<file path="src/rtl/mem_stage_sram_ctrl.sv">
// MEM-stage data-memory controller: each 32-bit load/store becomes two 16-bit SRAM accesses.
// Optional build macro MEM_ACCESS_CHECK_EN adds alignment/range checking with a mem_err pulse.
module mem_stage_sram_ctrl #(
  parameter int unsigned ADDR_BASE   = 1024,
  parameter int unsigned WAIT_CYCLES = 2,
  parameter int unsigned SRAM_AW     = 18
) (
  input  logic               clk,
  input  logic               rst,
  input  logic               MEM_R_EN,
  input  logic               MEM_W_EN,
  input  logic [31:0]        ALU_Res,
  input  logic [31:0]        Val_Rm,
  output logic [31:0]        readData,
  output logic               ready,
  output logic [SRAM_AW-1:0] SRAM_ADDR,
  output logic [15:0]        SRAM_DQ_o,
  input  logic [15:0]        SRAM_DQ_i,
  output logic               SRAM_DQ_oe,
  output logic               SRAM_WE_N,
  output logic               mem_err
);

  typedef enum logic [1:0] {S_IDLE, S_LOW, S_HIGH, S_DONE} state_t;

  localparam int unsigned     CW   = (WAIT_CYCLES > 1) ? $clog2(WAIT_CYCLES) : 1;
  localparam logic [CW-1:0]   LAST = CW'(WAIT_CYCLES - 1);

  state_t               r_state, r_next;
  logic [CW-1:0]        r_cnt;
  logic                 r_store;
  logic [15:0]          r_hi_data;
  logic [SRAM_AW-2:0]   r_word;

  logic                 w_req;
  logic                 w_last;
  logic                 w_fault;
  logic [SRAM_AW-2:0]   w_word;

  assign w_req  = MEM_R_EN | MEM_W_EN;
  assign w_last = (r_cnt == LAST);
  assign w_word = (SRAM_AW-1)'((ALU_Res - 32'(ADDR_BASE)) >> 2);

`ifdef MEM_ACCESS_CHECK_EN
  logic r_mem_err;

  assign w_fault = (ALU_Res[1:0] != 2'b00) || (ALU_Res < 32'(ADDR_BASE)) ||
                   (((ALU_Res - 32'(ADDR_BASE)) >> (SRAM_AW + 1)) != 32'd0);

  always_ff @(posedge clk) begin
    if (rst) r_mem_err <= 1'b0;
    else     r_mem_err <= (r_state == S_IDLE) && w_req && w_fault;
  end

  assign mem_err = r_mem_err;
`else
  assign w_fault = 1'b0;
  assign mem_err = 1'b0;
`endif

  always_ff @(posedge clk) begin
    if (rst) r_state <= S_IDLE;
    else     r_state <= r_next;
  end

  always_comb begin
    r_next = r_state;
    case (r_state)
      S_IDLE:  if (w_req) r_next = w_fault ? S_DONE : S_LOW;
      S_LOW:   if (w_last) r_next = S_HIGH;
      S_HIGH:  if (w_last) r_next = S_DONE;
      default: r_next = S_IDLE;
    endcase
  end

  always_comb begin
    ready = 1'b0;
    case (r_state)
      S_IDLE:  ready = ~w_req;
      S_DONE:  ready = 1'b1;
      default: ready = 1'b0;
    endcase
  end

  always_ff @(posedge clk) begin
    if (rst) begin
      r_cnt <= '0;
    end else if (r_state == S_IDLE || (r_state == S_LOW && w_last)) begin
      r_cnt <= '0;
    end else if (r_state == S_LOW || r_state == S_HIGH) begin
      r_cnt <= r_cnt + 1'b1;
    end
  end

  // Bus outputs are registered one state ahead so they are stable for every cycle of LOW/HIGH.
  always_ff @(posedge clk) begin
    if (rst) begin
      readData   <= '0;
      SRAM_ADDR  <= '0;
      SRAM_DQ_o  <= '0;
      SRAM_DQ_oe <= 1'b0;
      SRAM_WE_N  <= 1'b1;
      r_store    <= 1'b0;
      r_hi_data  <= '0;
      r_word     <= '0;
    end else begin
      case (r_state)
        S_IDLE: begin
          if (w_req && !w_fault) begin
            r_store    <= MEM_W_EN;
            r_hi_data  <= Val_Rm[31:16];
            r_word     <= w_word;
            SRAM_ADDR  <= {w_word, 1'b0};
            SRAM_DQ_o  <= Val_Rm[15:0];
            SRAM_DQ_oe <= MEM_W_EN;
            SRAM_WE_N  <= ~MEM_W_EN;
          end
        end
        S_LOW: begin
          if (w_last) begin
            SRAM_ADDR <= {r_word, 1'b1};
            if (r_store) SRAM_DQ_o      <= r_hi_data;
            else         readData[15:0] <= SRAM_DQ_i;
          end
        end
        S_HIGH: begin
          if (w_last) begin
            SRAM_WE_N  <= 1'b1;
            SRAM_DQ_oe <= 1'b0;
            if (!r_store) readData[31:16] <= SRAM_DQ_i;
          end
        end
        default: begin
          SRAM_WE_N  <= 1'b1;
          SRAM_DQ_oe <= 1'b0;
        end
      endcase
    end
  end

endmodule

</file>
<file path="config.mk">
export PLATFORM = sky130hd
export DESIGN_NAME = mem_stage_sram_ctrl
export DESIGN_NICKNAME = d
export VERILOG_FILES = /design/src/rtl/mem_stage_sram_ctrl.sv
export SDC_FILE = /design/constraint.sdc
export NUM_CORES = 1
export LEC_CHECK = 0
export ABC_AREA = 1
export BUFFER_PORTS_ARGS = -buffer_cell sky130_fd_sc_hd__buf_2
export CORE_ASPECT_RATIO = 2
export CORE_MARGIN = 2
export CORE_UTILIZATION = 55
export CTS_BUF_LIST = sky130_fd_sc_hd__clkbuf_2
export DETAILED_ROUTE_END_ITERATION = 10
export PLACE_DENSITY_LB_ADDON = 0.1
export SYNTH_ARGS = -nofsm -noshare
export SYNTH_HDL_FRONTEND = slang
export SYNTH_SLANG_ARGS = --single-unit
</file>
<file path="constraint.sdc">
create_clock -name clk -period 3.04 [get_ports clk]
set_input_delay 0.456 -clock clk [delete_from_list [all_inputs] [get_ports clk]]
set_output_delay 0.456 -clock clk [all_outputs]
set_load 0.1 [all_outputs]
</file>
==> results.sh <==
export IMPL_grt_setup_unrepaired="no"
export IMPL_sequential_fraction_of_the_synthesis_area=0.473
export IMPL_clock_tree_htree_level_count=3
export IMPL_vdd_ir_drop_max_uv=655
export IMPL_tritoncts_num_sinks=105
export IMPL_ctsRootBufferMaster="sky130_fd_sc_hd__clkbuf_2"
export IMPL_numCtsBuffers=9
export IMPL_synth_largest_type_area_fraction=0.473
export IMPL_crit_chain="inv_1 -> ha_1 -> nor2_1 -> buf_2"
export IMPL_die_area_um2=8850
export IMPL_seqPwrFrac=0.313
export IMPL_yosys_most_used_dff="sky130_fd_sc_hd__dfxtp_1"
export IMPL_grt_overflow_total=0
export IMPL_grt_pass1_wl_um=16800
export IMPL_initialDrtViolationCount=239
export IMPL_maximum_number_of_pins_on_one_net_before_global_route_repair=52
export IMPL_nets=849
export IMPL_placeableCoreArea_um2=7890
export IMPL_number_of_standard_cell_rows_in_the_floorplan=46
export IMPL_via_density=4.94
export IMPL_slew_headroom=0.521
export IMPL_worst_endpoint_data_arrival_time_ns=2.00
export IMPL_top_signal_layer_used="met4"
export IMPL_met2_wirelength_um=5360
export IMPL_wl_met1_um=4230
export IMPL_floorplan_initialDensity=0.563
export IMPL_clkTransAtPathRegs_ns=0.25
export IMPL_synth_area_leader_cell="sky130_fd_sc_hd__dfxtp_1"
export IMPL_wire_per_inst_um=12.2
export IMPL_area_growth_syn_to_layout_pct=18.1
export IMPL_drv_cap=0
export IMPL_postRouteAntennaNets=0
export IMPL_clockPowerShare=0.095
export IMPL_layout_cells_most_common_list="154 x sky130_fd_sc_hd__nor2_1, 141 x sky130_fd_sc_hd__nand2_1, 137 x sky130_fd_sc_hd__buf_2"
export IMPL_fin_setup_tns_ns=0
export IMPL_grt_use_total=0.246
export IMPL_max_freq_mhz=408
export IMPL_p_int_uw=2690
export IMPL_grt_pass1_vias=3958
export IMPL_worst_setup_path_start_kind="flop"
export IMPL_synth_cell_type_count=29
export IMPL_slowest_delay_ns=0.45
export IMPL_dr_total_vias=4246
export IMPL_cts_tree="done"
export IMPL_timing_critical_path_max_delay_family="buffers and inverters"
export IMPL_final_hold_violation_count=0
export IMPL_fin_hold_ws_ns=0.0849
export IMPL_postCtsSetupBuffers=0
export IMPL_fin_crit_ns=2.45
export IMPL_netlist_area_um2=4440
export IMPL_p_switching_uw=3750
export IMPL_fin_crit_sh=0.807
export IMPL_syn_instance_count=639
export IMPL_gp_routability_congestion=0.896
export IMPL_synthesis_warning_total=0
export IMPL_detailedRoute_firstPassIterationCount=4
export IMPL_hold_path_class="in2reg"
export IMPL_floorplan_die_width_um=67.5
export IMPL_worst_endpoint_required_ns=2.58
export IMPL_nFillCells=725
export IMPL_number_of_enable_flip_flop_cells_after_synthesis=0
export IMPL_power_share_switching=0.582
export IMPL_ioPinCount=154
export IMPL_ys_top_cells_by_area="sky130_fd_sc_hd__dfxtp_1 47%, sky130_fd_sc_hd__nor2_1 13%, sky130_fd_sc_hd__nand2_1 12%, sky130_fd_sc_hd__o21ai_0 7.1%, sky130_fd_sc_hd__a21oi_1 4.2%"
export IMPL_finalMaxSlewViolations=0
export IMPL_post_route_drc_violation_count=0
export IMPL_clockBufferDepth=2
export IMPL_dp_hpwl_um=7430
export IMPL_die_height_um=131
export IMPL_critPathCaptureType="primary output"
export IMPL_syn_num_nets=729
export IMPL_buffer_ports_inserted=137
export IMPL_report_final_setup_viol=0
export IMPL_power_leakage_uw=0.00278
export IMPL_power_density_nw_per_um2=1230
export IMPL_wl_um=10500
export IMPL_cp_slowest_cell="sky130_fd_sc_hd__dfxtp_1"
export IMPL_wire_length_on_met3_um=590
export IMPL_status="complete, no violations"
export IMPL_worst_setup_path_type="reg2out"
export IMPL_synth_seq_cells=105
export IMPL_worst_skew_pair_latency_ns=0.59
export IMPL_crit_path_max_fanout=4
export IMPL_synth_area_per_cell_um2=6.95
export IMPL_worst_pin_slew_ns=0.718
export IMPL_most_common_cell_after_layout_fill_and_taps_aside="sky130_fd_sc_hd__nor2_1"
export IMPL_power_frac_comb=0.593
export IMPL_antenna_found_initial=1
export IMPL_cp_num_buf_inv=2
export IMPL_layout_drive_gt1_share=0.227
export IMPL_fin_skew_ns=0.0298
export IMPL_synthArstFlopShare=0
[cell families (layout without fill, tap and decap cells)]
group                    count (synthesis)  count (layout)  synth area share
AND/OR/NAND/NOR                        309             309             0.271
flip-flops                             105             105             0.473
XOR/XNOR                                 4               4           0.00789
buffers and inverters                   87             211            0.0828
AO/OA/AOI/OAI                          127             127             0.147
other                                    1               2          0.000844
adder cells (fa/ha/maj)                  6               6            0.0169
[what timing repair did]
action,CTS,global route
gates resized for setup,0,0
endpoints found under the hold margin,1,0
hold buffers,1,0
setup endpoints to repair,0,0
[registers in the layout, summed over array words and instances (netlist names)]
signal,flops
SRAM_ADDR,18
SRAM_DQ_o,16
SRAM_DQ_oe,1
SRAM_WE_N,1
r_cnt,1
r_hi_data,16
r_state,2
r_store,1
r_word,17
readData,32
[worst min-delay path: cells and delay by family]
| kind | cells | cell delay [ns] |
|---|---|---|
| buf+inv | 2 | 0.15 |
| compound gates | 1 | 0.06 |
[cell type report]
cell class                 instances  area, um^2  share of cell area
sequential                       105        2100               0.401
multi-input combinational        447        1970               0.376
timing repair buffer             143         746               0.142
inverter                          53         204              0.0389
tap                               96         120              0.0229
clock buffer                      10        50.0             0.00954
clock inverter                     5        47.5             0.00906
antenna                            1        2.50            0.000477
[cell usage after synthesis (3+ instances only)]
master                     count
sky130_fd_sc_hd__a21oi_1      37
sky130_fd_sc_hd__buf_2        14
sky130_fd_sc_hd__clkbuf_1     15
sky130_fd_sc_hd__dfxtp_1     105
sky130_fd_sc_hd__ha_1          6
sky130_fd_sc_hd__inv_1        44
sky130_fd_sc_hd__inv_2         7
sky130_fd_sc_hd__nand2_1     141
sky130_fd_sc_hd__nand3_1       6
sky130_fd_sc_hd__nor2_1      154
sky130_fd_sc_hd__o21ai_0      63
sky130_fd_sc_hd__o21ai_1      22
sky130_fd_sc_hd__xor2_1        3
[power groups by stage]
| stage | logic [uW] | registers, uW | clock network (uW) |
|---|---|---|---|
| after floorplan | 1380 | 3910 | 0 |
| after global placement | 3770 | 2030 | 0 |
| after detailed placement | 3820 | 2040 | 0 |
| after CTS | 3830 | 2010 | 628 |
| after global routing | 4110 | 2070 | 673 |
| final | 3810 | 2010 | 608 |
[metal layers]
layer,up-vias,GRT usage
met4,0,0.109
met2,110,0.444
met5,-,0
met3,21,0.0547
met1,1886,0.266
li1,2229,-
[stage by stage]
step	instances	worst slack (ns)	power [uW]	area (um^2)	util
6_report	860	0.586	6430	5250	0.665
5_1_grt	860	0.432	6860	5250	0.665
4_1_cts	859	0.542	6470	5240	0.665
3_5_place_dp	843	0.988	5860	5130	0.651
3_3_place_gp	843	1.05	5790	5130	0.651
2_1_floorplan	639	0.548	5290	4440	-
[path summary, 6_finish.rpt]
path | startpoint | endpoint | slack (ns) | depth (start not counted)
worst max-delay path | r_state[0]$_SDFFE_PP0P_ | ready | 0.59 | 4
worst min-delay path | ALU_Res[6] | r_word[4]$_SDFFE_PP0P_ | 0.08 | 3
worst min register to register | SRAM_DQ_oe$_SDFFE_PP0P_ | SRAM_DQ_oe$_SDFFE_PP0P_ | 0.46 | 2
worst max register to register | r_state[1]$_SDFFE_PP0P_ | SRAM_ADDR[13]$_SDFFE_PP0P_ | 0.97 | 9
Note: power is estimated with default switching activity, not from simulation.
